`src/rtl/msdf_pkg.sv`:
```
// Shared constants for the MSDF operand serializer: digit codes for both
// redundant encodings and the stream FSM states.
package msdf_pkg;

   localparam logic [1:0] SD_PLUS1   = 2'b10;
   localparam logic [1:0] SD_MINUS1  = 2'b01;
   localparam logic [1:0] BS_PLUS1   = 2'b01;
   localparam logic [1:0] BS_MINUS1  = 2'b11;
   localparam logic [1:0] DIGIT_ZERO = 2'b00;

   localparam logic [1:0] MODE_SD   = 2'd0;
   localparam logic [1:0] MODE_BS   = 2'd1;
   localparam logic [1:0] MODE_NONE = 2'd2;

   typedef enum logic [0:0] {
      ST_IDLE = 1'b0,
      ST_SEND = 1'b1
   } state_e;

endpackage

```
`src/rtl/msdf_digit_encoder.sv`:
```
// Maps one two's-complement operand bit to a 2-bit redundant digit; the sign
// bit carries weight -1, every other bit weight +1.
module msdf_digit_encoder
   import msdf_pkg::*;
#(
   parameter string ENCODING_MODE = "signed-digit"
) (
   input  logic       i_bit,
   input  logic       i_is_msb,
   output logic [1:0] o_digit
);

   localparam logic [1:0] MODE = (ENCODING_MODE == "signed-digit") ? MODE_SD :
                                 (ENCODING_MODE == "borrow-save")  ? MODE_BS : MODE_NONE;

   // Digit lookup for the selected encoding; unknown encodings emit zero digits.
   always_comb begin
      o_digit = DIGIT_ZERO;
      case (MODE)
         MODE_SD: begin
            if (!i_bit) begin
               o_digit = DIGIT_ZERO;
            end else if (i_is_msb) begin
               o_digit = SD_MINUS1;
            end else begin
               o_digit = SD_PLUS1;
            end
         end
         MODE_BS: begin
            if (!i_bit) begin
               o_digit = DIGIT_ZERO;
            end else if (i_is_msb) begin
               o_digit = BS_MINUS1;
            end else begin
               o_digit = BS_PLUS1;
            end
         end
         default: o_digit = DIGIT_ZERO;
      endcase
   end

endmodule

```
`src/rtl/msdf_operand_serializer.sv`:
```
// Serializes parallel (X, Y) operand pairs MSD-first as redundant digit
// streams, with one pending slot so consecutive streams run without a gap.
module msdf_operand_serializer
   import msdf_pkg::*;
#(
   parameter string      ENCODING_MODE = "signed-digit",
   parameter logic [7:0] DIGITS        = 8'd16,
   parameter logic [7:0] POINT_POS     = 8'd0
) (
   input  logic              i_clk,
   input  logic              i_rstn,
   input  logic              i_op_valid,
   output logic              o_op_ready,
   input  logic [DIGITS-1:0] i_op_x,
   input  logic [DIGITS-1:0] i_op_y,
   output logic              o_mbus_wen,
   output logic [1:0]        o_mbus_wdata_x,
   output logic [1:0]        o_mbus_wdata_y,
   output logic              o_mbus_wpoint,
   output logic              o_mbus_wvalid,
   output logic              o_mbus_wlast,
   input  logic              i_mbus_wstop,
   input  logic              i_mbus_wclr
);

   localparam int unsigned   CW        = (DIGITS > 8'd1) ? $clog2(DIGITS) : 1;
   localparam logic [CW-1:0] LAST_IDX  = CW'(DIGITS - 8'd1);
   localparam logic [CW-1:0] POINT_IDX = CW'(POINT_POS);
   localparam logic          POINT_OK  = (POINT_POS < DIGITS);

   state_e              r_state, w_state_nxt;
   logic [CW-1:0]       r_cnt, w_cnt_nxt;
   logic                r_pending, w_pending_nxt;
   logic                r_alive;
   logic [DIGITS-1:0]   r_act_x, r_act_y, w_act_x_nxt, w_act_y_nxt;
   logic [DIGITS-1:0]   r_pend_x, r_pend_y, w_pend_x_nxt, w_pend_y_nxt;

   logic                w_sending, w_wvalid, w_last_digit, w_ready, w_accept, w_is_msb;
   logic [1:0]          w_dig_x, w_dig_y;

   assign w_sending    = (r_state == ST_SEND);
   assign w_wvalid     = w_sending & ~i_mbus_wstop;
   assign w_last_digit = w_wvalid & (r_cnt == LAST_IDX);
   // r_alive keeps ready low while reset is held and until the first clock after release.
   assign w_ready      = r_alive & ~r_pending & ~i_mbus_wclr;
   assign w_accept     = i_op_valid & w_ready;
   assign w_is_msb     = (r_cnt == {CW{1'b0}});

   msdf_digit_encoder #(.ENCODING_MODE(ENCODING_MODE)) u_enc_x (
      .i_bit    (r_act_x[DIGITS-1]),
      .i_is_msb (w_is_msb),
      .o_digit  (w_dig_x)
   );

   msdf_digit_encoder #(.ENCODING_MODE(ENCODING_MODE)) u_enc_y (
      .i_bit    (r_act_y[DIGITS-1]),
      .i_is_msb (w_is_msb),
      .o_digit  (w_dig_y)
   );

   // Next-state logic: clear dominates, then stream advance, promotion and acceptance.
   always_comb begin
      w_state_nxt   = r_state;
      w_cnt_nxt     = r_cnt;
      w_pending_nxt = r_pending;
      w_act_x_nxt   = r_act_x;
      w_act_y_nxt   = r_act_y;
      w_pend_x_nxt  = r_pend_x;
      w_pend_y_nxt  = r_pend_y;
      if (i_mbus_wclr) begin
         w_state_nxt   = ST_IDLE;
         w_cnt_nxt     = {CW{1'b0}};
         w_pending_nxt = 1'b0;
         w_act_x_nxt   = {DIGITS{1'b0}};
         w_act_y_nxt   = {DIGITS{1'b0}};
         w_pend_x_nxt  = {DIGITS{1'b0}};
         w_pend_y_nxt  = {DIGITS{1'b0}};
      end else begin
         case (r_state)
            ST_IDLE: begin
               if (w_accept) begin
                  w_act_x_nxt = i_op_x;
                  w_act_y_nxt = i_op_y;
                  w_cnt_nxt   = {CW{1'b0}};
                  w_state_nxt = ST_SEND;
               end else begin
                  w_state_nxt = ST_IDLE;
               end
            end
            ST_SEND: begin
               if (w_accept && !w_last_digit) begin
                  w_pend_x_nxt  = i_op_x;
                  w_pend_y_nxt  = i_op_y;
                  w_pending_nxt = 1'b1;
               end else begin
                  w_pending_nxt = r_pending;
               end
               if (w_last_digit) begin
                  w_cnt_nxt = {CW{1'b0}};
                  if (r_pending) begin
                     w_act_x_nxt   = r_pend_x;
                     w_act_y_nxt   = r_pend_y;
                     w_pending_nxt = 1'b0;
                  end else if (w_accept) begin
                     w_act_x_nxt = i_op_x;
                     w_act_y_nxt = i_op_y;
                  end else begin
                     w_state_nxt = ST_IDLE;
                  end
               end else if (w_wvalid) begin
                  w_act_x_nxt = {r_act_x[DIGITS-2:0], 1'b0};
                  w_act_y_nxt = {r_act_y[DIGITS-2:0], 1'b0};
                  w_cnt_nxt   = r_cnt + CW'(1'b1);
               end else begin
                  w_cnt_nxt = r_cnt;
               end
            end
            default: begin
               w_state_nxt = ST_IDLE;
               w_cnt_nxt   = {CW{1'b0}};
            end
         endcase
      end
   end

   // State and datapath registers with asynchronous reset.
   always_ff @(posedge i_clk or negedge i_rstn) begin
      if (!i_rstn) begin
         r_state   <= ST_IDLE;
         r_cnt     <= {CW{1'b0}};
         r_pending <= 1'b0;
         r_alive   <= 1'b0;
         r_act_x   <= {DIGITS{1'b0}};
         r_act_y   <= {DIGITS{1'b0}};
         r_pend_x  <= {DIGITS{1'b0}};
         r_pend_y  <= {DIGITS{1'b0}};
      end else begin
         r_state   <= w_state_nxt;
         r_cnt     <= w_cnt_nxt;
         r_pending <= w_pending_nxt;
         r_alive   <= 1'b1;
         r_act_x   <= w_act_x_nxt;
         r_act_y   <= w_act_y_nxt;
         r_pend_x  <= w_pend_x_nxt;
         r_pend_y  <= w_pend_y_nxt;
      end
   end

   assign o_op_ready     = w_ready;
   assign o_mbus_wen     = w_sending;
   assign o_mbus_wvalid  = w_wvalid;
   assign o_mbus_wlast   = w_last_digit;
   assign o_mbus_wpoint  = POINT_OK & w_wvalid & (r_cnt == POINT_IDX);
   assign o_mbus_wdata_x = w_sending ? w_dig_x : DIGIT_ZERO;
   assign o_mbus_wdata_y = w_sending ? w_dig_y : DIGIT_ZERO;

endmodule

```
`config.mk`:
```
export PLATFORM = sky130hd
export DESIGN_NAME = msdf_operand_serializer
export DESIGN_NICKNAME = d
export VERILOG_FILES = /design/src/rtl/msdf_pkg.sv /design/src/rtl/msdf_digit_encoder.sv /design/src/rtl/msdf_operand_serializer.sv
export SDC_FILE = /design/constraint.sdc
export NUM_CORES = 1
export LEC_CHECK = 0
export ABC_AREA = 1
export BUFFER_PORTS_ARGS = -buffer_cell sky130_fd_sc_hd__buf_2
export CAP_MARGIN = 20
export CORE_MARGIN = 1.5
export CORE_UTILIZATION = 60
export CTS_BUF_LIST = sky130_fd_sc_hd__clkbuf_16
export DETAILED_ROUTE_END_ITERATION = 10
export PLACE_DENSITY = 0.83
export SKIP_LAST_GASP = 1
export SLEW_MARGIN = 10
export SYNTH_ARGS = -nofsm -noshare
export SYNTH_HDL_FRONTEND = slang
export SYNTH_HIERARCHICAL = 1
export SYNTH_SLANG_ARGS = --single-unit
```
`constraint.sdc`:
```
create_clock -name i_clk -period 3.8 [get_ports i_clk]
set_clock_uncertainty 0.1 [all_clocks]
set_input_delay 0.57 -clock i_clk [delete_from_list [all_inputs] [get_ports i_clk]]
set_output_delay 0.57 -clock i_clk [all_outputs]
set_load 0.005 [all_outputs]
```
==> metrics.cfg <==
[detailed_routing]
drtIter0Drc=520
wl_mm=12.8
first_pass_iters=5
via_per_inst=5.82
vias=4774
drc_errors=0
ant_nets=0
wl_per_cell_um=15.6

[worst_setup_path]
cp_slowest_stage_delay_ps=830
worstSetupPathType=reg2reg
crit_fanout=30
crit_required_ps=3920
cp_common_cell=nand2_1
path_cells=nand2_1 -> nor2_4 -> nand2_2 -> inv_1 -> a21oi_1 -> nand2_1 -> nand2_1
cp-end-kind=flip-flop
critPathArrivalTime_ps=2710
slowest_stage=inv_1
cp-start-kind=flip-flop

[global_route]
grt_pass1_wl_mm=21.6
antenna_found_initial=0
grt-ovfl-total=0
grt_pass1_vias=4583
track_usage_pct=31.4
grt_max_degree=72

[synthesis]
async_flop_share_pct=100
ys.flop_type=dfrtp_1
synth-seq-area-share_pct=36.5
netlist_instances=695
avgSynthCellArea_um2=7.01
synth.distinct_cells=28
synth_fp_nets=734
synth_edf_count=0
ys.warnings.count=6
synth_seq_cells=71
synth_area_um2=4870

[clock_network]
clk_latency_ps=330
cts_hold_buf=0
cts_sinks=71
clockBufferDepth=2
tritoncts=built
postCtsSetupRepairBufs=0
htreeDepth=3
cts_root_buf=clkbuf_16
cts-resized-gates=0
clkTransAtPathRegs_ps=50
numCtsBuffers=9

[timing]
slew_viol_final=0
fin_tns_setup_ps=0
setup-violations-final=0
hold_viol_final=0
final.period_utilization_pct=68.3
tightest_slew_ps=1150
maxSlewHeadroom_pct=23.4
fin_crit_ps=2590
rsz0062_at_grt=no
fmax_mhz=385
hold_slack_ps=343

[placement]
routabilityCongestion=0.828
port_buffers=45
place_hpwl_mm=7.58

[layout]
final-seq-area_um2=1780
layout_common_cells=nand2_1, inv_1, nand3_1, dfrtp_1, nand4_1
num-fill-cells=666
multi_input_area_um2=2400
areaGrowthSynthToFinish_pct=9.73
drive_gt1_share_pct=16.2
diodes=0
nNetsFinal=755
final_common_cell=nand2_1

[floorplan]
die_h_um=93.1
die_area_um2=8670
io_pins=46
core-area_um2=7810
rows=32
die_w_um=93.1
initial_core_util_pct=62.4

[pwr]
p_sw_uw=520
leakage_nw=2.92
seq_power_share_pct=44.4
power_frac_clock_pct=39.8
power_frac_comb_pct=15.8
switching_share_pct=28.5
power_mw=1.82
p_int_mw=1.30
max-vdd-ir-drop_mv=0.247
power-per-cell-area_nw_per_um2=341

[flow_run]
drv_cap=0

[min_path]
hp-class=in2async

[run_status]
status=finished, final reports clean

-- power by group through the flow --
stage | logic (mW) | clock network (mW) | registers, mW
3_3_place_gp | 0.268 | 0 | 0.820
6_report | 0.287 | 0.724 | 0.809
2_1_floorplan | 0.200 | 0 | 0.813
4_1_cts | 0.280 | 0.727 | 0.809
3_5_place_dp | 0.278 | 0 | 0.822
5_1_grt | 0.321 | 0.762 | 0.813
-- layout make-up --
type	count	share of cell area [%]
tap	102	2.39
clock inverter	4	0.328
sequential	71	33.2
timing repair buffer	59	6.79
clock buffer	9	4.21
inverter	115	8.07
multi-input combinational	460	45.0
-- sequential cells by signal, summed over array words and instances (netlist names) --
name / flops
r_pend_y: 16
r_alive: 1
r_pend_x: 16
o_mbus_wen: 1
r_act_x: 16
r_act_y: 16
r_cnt: 4
r_pending: 1
-- per-stage QoR --
step	std cells	utilization [%]	setup slack [ps]	cell area [µm²]
2_1_floorplan	695	-	1910	4870
3_3_place_gp	806	65.0	1300	5080
3_5_place_dp	806	65.0	1230	5080
4_1_cts	819	68.1	1280	5320
5_1_grt	820	68.5	1070	5350
6_report	820	68.5	1210	5350
-- worst paths after layout --
path,from,to,slack (ps),depth (start not counted)
worst min register to register,r_act_x[8],r_act_x[8],380,2
worst min-delay path,i_rstn,r_cnt[1],340,2
min in group i_clk,r_act_x[8],r_act_x[8],380,2
worst max-delay path,o_mbus_wen,r_act_x[13],1210,7
worst max register to register,o_mbus_wen,r_act_x[13],1210,7
max in group asynchronous,i_rstn,r_pend_y[14],2640,2
-- synthesized netlist by cell type, types with 2 or more instances --
library cell	n	area share [%]
a21oi_1	32	3.3
buf_2	29	3.0
buf_4	5	0.77
buf_6	3	0.69
clkbuf_1	12	0.92
dfrtp_1	71	36
ha_1	2	0.51
inv_1	114	8.8
nand2_1	232	18
nand2_2	3	0.39
nand3_1	71	7.3
nand4_1	62	8.0
nor2_1	5	0.39
nor2_2	3	0.39
nor2_4	4	0.92
o21ai_0	6	0.62
o22ai_2	30	7.7
-- routing by layer --
layer  vias up  track usage (%)  wire [µm]
li1       2283                -          -
met1      2202             41.9       5360
met2       261             52.2       6020
met3        28             3.66       1180
met4         0             12.2        236
met5         -                0          0
-- cell families after synthesis --
group                    share of synthesized area [%]
AND/OR/NAND/NOR                                   36.6
AO/OA/AOI/OAI                                     11.9
flip-flops                                        36.5
other                                           0.0770
XOR/XNOR                                         0.180
buffers and inverters                             14.2
adder cells (fa/ha/maj)                          0.514
-- critical path: cells and delay by family, from the launching register on --
family / cells / cell delay, ps
compound gates: 1 / 210
flops: 1 / 630
buf+inv: 1 / 830
simple gates: 5 / 680
Power figures use the tool's default switching activity.
